==> src/rtl/sha256_pkg.sv <==
// Shared definitions for the SHA-256 datapath.
// Core interface codes are shared with the message-expansion unit and the compression core.
// The feeder's internal FSM state type is also defined here.
package sha256_pkg;
  localparam logic [2:0] CORE_IDLE   = 3'b000;
  localparam logic [2:0] CORE_HOLD   = 3'b001;
  localparam logic [2:0] CORE_LOAD   = 3'b010;
  localparam logic [2:0] CORE_EXPAND = 3'b011;
  localparam logic [2:0] CORE_WAIT   = 3'b100;
  localparam logic [2:0] CORE_DONE   = 3'b101;

  localparam logic [31:0] PAD_MARKER = 32'h8000_0000;

  typedef enum logic [2:0] {
    S_IDLE,
    S_LOAD,
    S_EXPAND,
    S_WAIT,
    S_DONE
  } feed_state_t;
endpackage

==> src/rtl/sha256_pad_word.sv <==
// Combinational padding of one message word.
//   data  : big-endian word, valid bytes left-aligned
//   bytes : valid bytes in the final beat (0..4)
//   last  : beat carries the final message word
//   word  : word as emitted to the expansion unit
// A non-final word, or a final word with 4 valid bytes, passes through unchanged.
// In the 4-byte case the marker goes in the following slot, which the feeder handles.
module sha256_pad_word
  import sha256_pkg::*;
(
  input  logic [31:0] data,
  input  logic [2:0]  bytes,
  input  logic        last,
  output logic [31:0] word
);
  always_comb begin
    word = data;
    if (last) begin
      case (bytes)
        3'd0:    word = PAD_MARKER;
        3'd1:    word = {data[31:24], 24'h80_0000};
        3'd2:    word = {data[31:16], 16'h8000};
        3'd3:    word = {data[31:8], 8'h80};
        default: word = data;
      endcase
    end
  end
endmodule

==> src/rtl/sha256_msg_feeder.sv <==
// SHA-256 message feeder: pads a raw 32-bit word stream and drives the expansion unit.
// Each 512-bit block is sent as 16 LOAD beats followed by 64 EXPAND beats.
// The feeder then waits in WAIT until the compression core reports comp_done_in.
// Ports:
//   clk, rst                    clock, synchronous active-high reset
//   start_in                    begin a new message (IDLE only)
//   msg_valid_in/msg_ready_out  input word handshake
//   msg_data_in/msg_last_in/msg_bytes_in  word, final flag, valid bytes in final beat
//   fsm_core_out/core_count_out/me_data_out  registered code/index/word to expansion unit
//   block_first_out             first block of the message (IV select)
//   comp_done_in                compression done (sampled in WAIT)
//   msg_done_out                one-cycle pulse when the last block completes
//   busy_out                    not idle
// Core outputs are registered. They show the action taken at the previous clock edge.
module sha256_msg_feeder
  import sha256_pkg::*;
#(
  parameter int DATA_WIDTH = 32,
  parameter int LEN_WIDTH  = 64
) (
  input  logic                  clk,
  input  logic                  rst,
  input  logic                  start_in,
  input  logic                  msg_valid_in,
  output logic                  msg_ready_out,
  input  logic [DATA_WIDTH-1:0] msg_data_in,
  input  logic                  msg_last_in,
  input  logic [2:0]            msg_bytes_in,
  output logic [2:0]            fsm_core_out,
  output logic [6:0]            core_count_out,
  output logic [DATA_WIDTH-1:0] me_data_out,
  output logic                  block_first_out,
  input  logic                  comp_done_in,
  output logic                  msg_done_out,
  output logic                  busy_out
);
  feed_state_t           state_q, state_d;
  logic [3:0]            k_q, k_d;           // LOAD slot index
  logic [5:0]            e_q, e_d;           // EXPAND index
  logic [LEN_WIDTH-1:0]  len_q, len_d;
  logic                  fin_q, fin_d;       // final beat accepted
  logic                  mpend_q, mpend_d;   // marker owed in its own slot
  logic                  lenok_q, lenok_d;   // marker already placed early enough for length at 14/15
  logic                  lend_q, lend_d;     // length words emitted
  logic                  first_q, first_d;
  logic [2:0]            code_q, code_d;
  logic [6:0]            cnt_q, cnt_d;
  logic [DATA_WIDTH-1:0] data_q, data_d;
  logic                  done_q, done_d;
  logic [DATA_WIDTH-1:0] padded;
  logic [DATA_WIDTH-1:0] word;
  logic                  emit;

  sha256_pad_word u_pad (
    .data  (msg_data_in),
    .bytes (msg_bytes_in),
    .last  (msg_last_in),
    .word  (padded)
  );

  assign msg_ready_out   = (state_q == S_LOAD) && !fin_q;
  assign fsm_core_out    = code_q;
  assign core_count_out  = cnt_q;
  assign me_data_out     = data_q;
  assign block_first_out = first_q;
  assign msg_done_out    = done_q;
  assign busy_out        = (code_q != CORE_IDLE);

  always_comb begin
    state_d = state_q;
    k_d     = k_q;
    e_d     = e_q;
    len_d   = len_q;
    fin_d   = fin_q;
    mpend_d = mpend_q;
    lenok_d = lenok_q;
    lend_d  = lend_q;
    first_d = first_q;
    code_d  = code_q;
    cnt_d   = cnt_q;
    data_d  = data_q;
    done_d  = 1'b0;
    emit    = 1'b0;
    word    = '0;
    case (state_q)
      S_IDLE: begin
        code_d = CORE_IDLE;
        cnt_d  = '0;
        data_d = '0;
        if (start_in) begin
          state_d = S_LOAD;
          code_d  = CORE_HOLD;
          k_d     = '0;
          len_d   = '0;
          fin_d   = 1'b0;
          mpend_d = 1'b0;
          lenok_d = 1'b0;
          lend_d  = 1'b0;
          first_d = 1'b1;
        end
      end
      S_LOAD: begin
        if (!fin_q) begin
          if (msg_valid_in) begin
            emit  = 1'b1;
            word  = padded;
            len_d = len_q + (msg_last_in ? LEN_WIDTH'({msg_bytes_in, 3'b000})
                                         : LEN_WIDTH'(32));
            if (msg_last_in) begin
              fin_d = 1'b1;
              if (msg_bytes_in >= 3'd4) mpend_d = 1'b1;
              else                      lenok_d = (k_q <= 4'd13);
            end
          end
        end else if (mpend_q) begin
          emit    = 1'b1;
          word    = PAD_MARKER;
          mpend_d = 1'b0;
          lenok_d = (k_q <= 4'd13);
        end else begin
          // Zero fill; the length occupies slots 14/15 once the marker fits.
          emit = 1'b1;
          if (lenok_q && k_q == 4'd14) word = len_q[LEN_WIDTH-1 -: DATA_WIDTH];
          if (lenok_q && k_q == 4'd15) begin
            word   = len_q[DATA_WIDTH-1:0];
            lend_d = 1'b1;
          end
        end
        if (emit) begin
          code_d = CORE_LOAD;
          cnt_d  = {3'b000, k_q};
          data_d = word;
          k_d    = k_q + 4'd1;
          if (k_q == 4'd15) begin
            state_d = S_EXPAND;
            e_d     = '0;
          end
        end else begin
          // Starved: advertise the pending slot, keep the last word on the bus.
          code_d = CORE_HOLD;
          cnt_d  = {3'b000, k_q};
        end
      end
      S_EXPAND: begin
        code_d = CORE_EXPAND;
        cnt_d  = {1'b0, e_q};
        data_d = '0;
        e_d    = e_q + 6'd1;
        if (e_q == 6'd63) state_d = S_WAIT;
      end
      S_WAIT: begin
        code_d = CORE_WAIT;
        cnt_d  = '0;
        data_d = '0;
        if (comp_done_in) begin
          first_d = 1'b0;
          if (fin_q && lend_q) begin
            state_d = S_DONE;
            code_d  = CORE_DONE;
            done_d  = 1'b1;
          end else begin
            state_d = S_LOAD;
            code_d  = CORE_HOLD;
            k_d     = '0;
            // A marker placed in a previous block frees this block's slots 14/15.
            lenok_d = fin_q && !mpend_q;
          end
        end
      end
      S_DONE: begin
        state_d = S_IDLE;
        code_d  = CORE_IDLE;
        first_d = 1'b0;
      end
      default: state_d = S_IDLE;
    endcase
  end

  always_ff @(posedge clk) begin
    if (rst) begin
      state_q <= S_IDLE;
      k_q     <= '0;
      e_q     <= '0;
      len_q   <= '0;
      fin_q   <= 1'b0;
      mpend_q <= 1'b0;
      lenok_q <= 1'b0;
      lend_q  <= 1'b0;
      first_q <= 1'b0;
      code_q  <= CORE_IDLE;
      cnt_q   <= '0;
      data_q  <= '0;
      done_q  <= 1'b0;
    end else begin
      state_q <= state_d;
      k_q     <= k_d;
      e_q     <= e_d;
      len_q   <= len_d;
      fin_q   <= fin_d;
      mpend_q <= mpend_d;
      lenok_q <= lenok_d;
      lend_q  <= lend_d;
      first_q <= first_d;
      code_q  <= code_d;
      cnt_q   <= cnt_d;
      data_q  <= data_d;
      done_q  <= done_d;
    end
  end
endmodule

==> config.mk <==
export PLATFORM = sky130hd
export DESIGN_NAME = sha256_msg_feeder
export DESIGN_NICKNAME = d
export VERILOG_FILES = /design/src/rtl/sha256_pkg.sv /design/src/rtl/sha256_pad_word.sv /design/src/rtl/sha256_msg_feeder.sv
export SDC_FILE = /design/constraint.sdc
export NUM_CORES = 1
export LEC_CHECK = 0
export BUFFER_PORTS_ARGS = -buffer_cell sky130_fd_sc_hd__buf_2
export CAP_MARGIN = 20
export CORE_MARGIN = 1.5
export CORE_UTILIZATION = 47
export DETAILED_ROUTE_END_ITERATION = 16
export PLACE_DENSITY_LB_ADDON = 0.2
export SLEW_MARGIN = 20
export SYNTH_ARGS = -nofsm -noshare
export SYNTH_HDL_FRONTEND = slang
export SYNTH_HIERARCHICAL = 1
export SYNTH_SLANG_ARGS = --single-unit
==> constraint.sdc <==
create_clock -name clk -period 3 [get_ports clk]
set_input_delay 0.75 -clock clk [delete_from_list [all_inputs] [get_ports clk]]
set_output_delay 0.75 -clock clk [all_outputs]
set_load 0.05 [all_outputs]
==> metrics.csv <==
metric,value,unit
status,completed,
Worst-Margin Slew,0.866,ns
Initial Util,0.482,
port bufs,85,
Clock Path Buffers,2,
synthesized area,6400,sq um
Antenna diodes,0,
post-route setup TNS,0,ns
cell taking the most area after synthesis,dfxtp_1,
largest cells by area after synthesis,"dfxtp_1 (38%), a21oi_1 (5.2%), nand2_1 (4.6%)",
crit-path cells,"or3b_2, nor2_1, buf_2",
CTS sink count,121,
MaxCap Viol Count,0,
drt first pass iters,5,
gpl congestion,0.908,
number of H-tree levels,4,
global-route wire length before repair,30.6,mm
Tot GR Track Use,0.270,
combinational share of power,0.078,
initial antenna violation count,0,
Mapped Cells,789,
CTS buffer count,17,
syn_area_per_cell,8.12,sq um
DRT Wirelength,18.9,mm
RSZ-0062 raised after global routing,false,
CP max FO,10,
DP HPWL,13.4,mm
layout cells sized above 1,0.175,
number of remaining DRC errors,0,
per-cell routed wire length,17.9,microns
Int Pwr,3060,uW
share of the yosys chip area belonging to registers,0.378,
fmax,0.370,GHz
synthesis-to-layout area growth,19.4,%
Slew headroom,0.421,
"Slew Viols, Final",0,
Yosys top cell area share,0.378,
"Largest stage delay, worst path",0.62,ns
Crit. End Element,output port,
Slowest cell on crit path,or3b_2,
Die Height,120,microns
vias,6527,
Worst EP required,2.25,ns
total die area,14300,sq um
Main synth FF type,dfxtp_1,
Clock Tree Root,clkbuf_16,
drt initial violations,660,
Ys Warns,6,
Hold Buf Count CTS,0,
Critical Path Source,state_q[0]$_SDFFE_PP0P_,
Congestion Overflow GR,0,
post-synth cell types,63,
FILL cells,1191,
"FF+latch count, synth",121,
Cell Pwr Density,525,nW/um^2
Worst Skew,0.00966,ns
DIE WIDTH,120,microns
Switching Share,0.237,
Post-DRT Antenna Nets,0,
register share of total power,0.409,
core area,13300,sq um
Switch Pwr,951,uW
"delay-heaviest family, CP",simple AND/OR/NAND/NOR gates,
reg2reg start,fin_q$_SDFFE_PP0P_,
hold_sp,me_data_out[31]$_SDFFE_PP0P_,
Period minus WS final,2.70,ns
LEAKAGE,0.00277,uW
final setup violation count,0,
Post-synth ARST share,0,
Worst Path Arrival,1.95,ns
Post-synth EDFFs,0,
Layout Nets,919,
largest net degree at the start of global routing,33,
period utilization,0.900,
DR vias/cell,6.19,
"count leader, synth",dfxtp_1,
CTS tree,yes,
"Hold Violations, Final",0,
worst path bufs/invs,1,
FP Rows,42,
Synth Net Count,840,
Clock Latency Late Sink,0.42,ns
# IOs,87,
Worst Hold Class,flop to flop,
CP startpoint kind,flop,
vias in the first global route,5967,
clock power share,0.513,
Crit Path Class,flop to output port,
number of gates resized after cts,0,
"Setup Fix Bufs, Post-CTS",0,
peak supply drop,0.000359,V
Synth top cells by count,"dfxtp_1 (121), nand2_1 (78), a21oi_1 (66)",
"Core Util, Final",0.575,
"CTS clk-pin slew, worst paths",0.06,ns
[metal layers]
layer / up-vias / part of all wire / global-route usage / wire length (microns)
met5: - / 0 / 0 / 0
met4: 0 / 0.020 / 0.0960 / 371
met3: 30 / 0.095 / 0.0775 / 1800
met2: 303 / 0.42 / 0.389 / 7890
met1: 3085 / 0.47 / 0.383 / 8840
li1: 3109 / - / - / -
[sequential cells by signal, indices dropped and copies added (netlist names)]
name and count:
fsm_core_out 3, k_q 4, fin_q 1, lenok_q 1
me_data_out 32, core_count_out 6, lend_q 1, mpend_q 1
block_first_out 1, state_q 3, msg_done_out 1, len_q 61
e_q 6
[worst reg2reg max path, stage by stage (launching register included)]
cell	delay [ns]
dfxtp_1	0.42
nand2b_1	0.23
a2111o_1	0.48
or4_4	0.65
buf_4	0.20
or3_1	0.31
a21oi_1	0.15
[power by group through the flow]
stage                     combinational [uW]  clock (uW)  sequential (uW)
after detailed placement                 307           0             1670
after floorplan                          177           0             1700
after global routing                     342        2150             1640
final                                    313        2060             1640
after CTS                                309        2070             1640
after global placement                   302           0             1670
[path summary, 6_finish.rpt]
| path | end | slack [ns] | cells past startpoint |
|---|---|---|---|
| hold / removal | me_data_out[31]$_SDFFE_PP0P_ | 0.47 | 2 |
| setup / recovery | msg_ready_out | 0.30 | 3 |
| setup reg to reg | len_q[29]$_SDFFE_PP0P_ | 0.50 | 6 |
| hold reg to reg | me_data_out[31]$_SDFFE_PP0P_ | 0.47 | 2 |
[kinds of logic after synthesis]
kind of cell,count (synthesis),synth area share
AO/OA/AOI/OAI,246,0.251
XOR/XNOR,16,0.0219
adder cells (fa/ha/maj),10,0.0207
buffers and inverters,63,0.0403
flip-flops,121,0.378
multiplexers,4,0.00645
other,1,0.000586
AND/OR/NAND/NOR,328,0.281
[placed cells by master (no fill, tap or decap), types with 22 or more instances in the layout]
cell,n
a22o_1,28
nand2_1,78
dfxtp_1,121
nand4_1,26
a21oi_1,66
o21ai_0,55
buf_2,85
buf_4,27
nand3_1,24
or3_1,22
nor2_1,56
a22oi_1,35
[area by class of cell]
cell class,count,area (sq um),area share
clock buffers,21,460,0.0602
clock inverters,9,124,0.0162
inverters,10,37.5,0.00491
flip-flops and latches,121,2420,0.317
well taps,176,220,0.0288
repair buffers,113,648,0.0848
multi-input cells,605,3730,0.488
[per-stage QoR]
step | setup slack, ns | hold slack [ns] | area (sq um) | power, uW | instances
floorplan | 0.227 | 0.437 | 6400 | 1880 | 789
global placement | 0.0567 | 0.457 | 7060 | 1970 | 1025
detailed placement | 0.0137 | 0.463 | 7060 | 1980 | 1025
CTS | 0.312 | 0.471 | 7650 | 4020 | 1055
global route | 0.248 | 0.481 | 7650 | 4130 | 1055
finish | 0.301 | 0.472 | 7650 | 4010 | 1055
No activity file was read; power rests on OpenSTA's default activity.
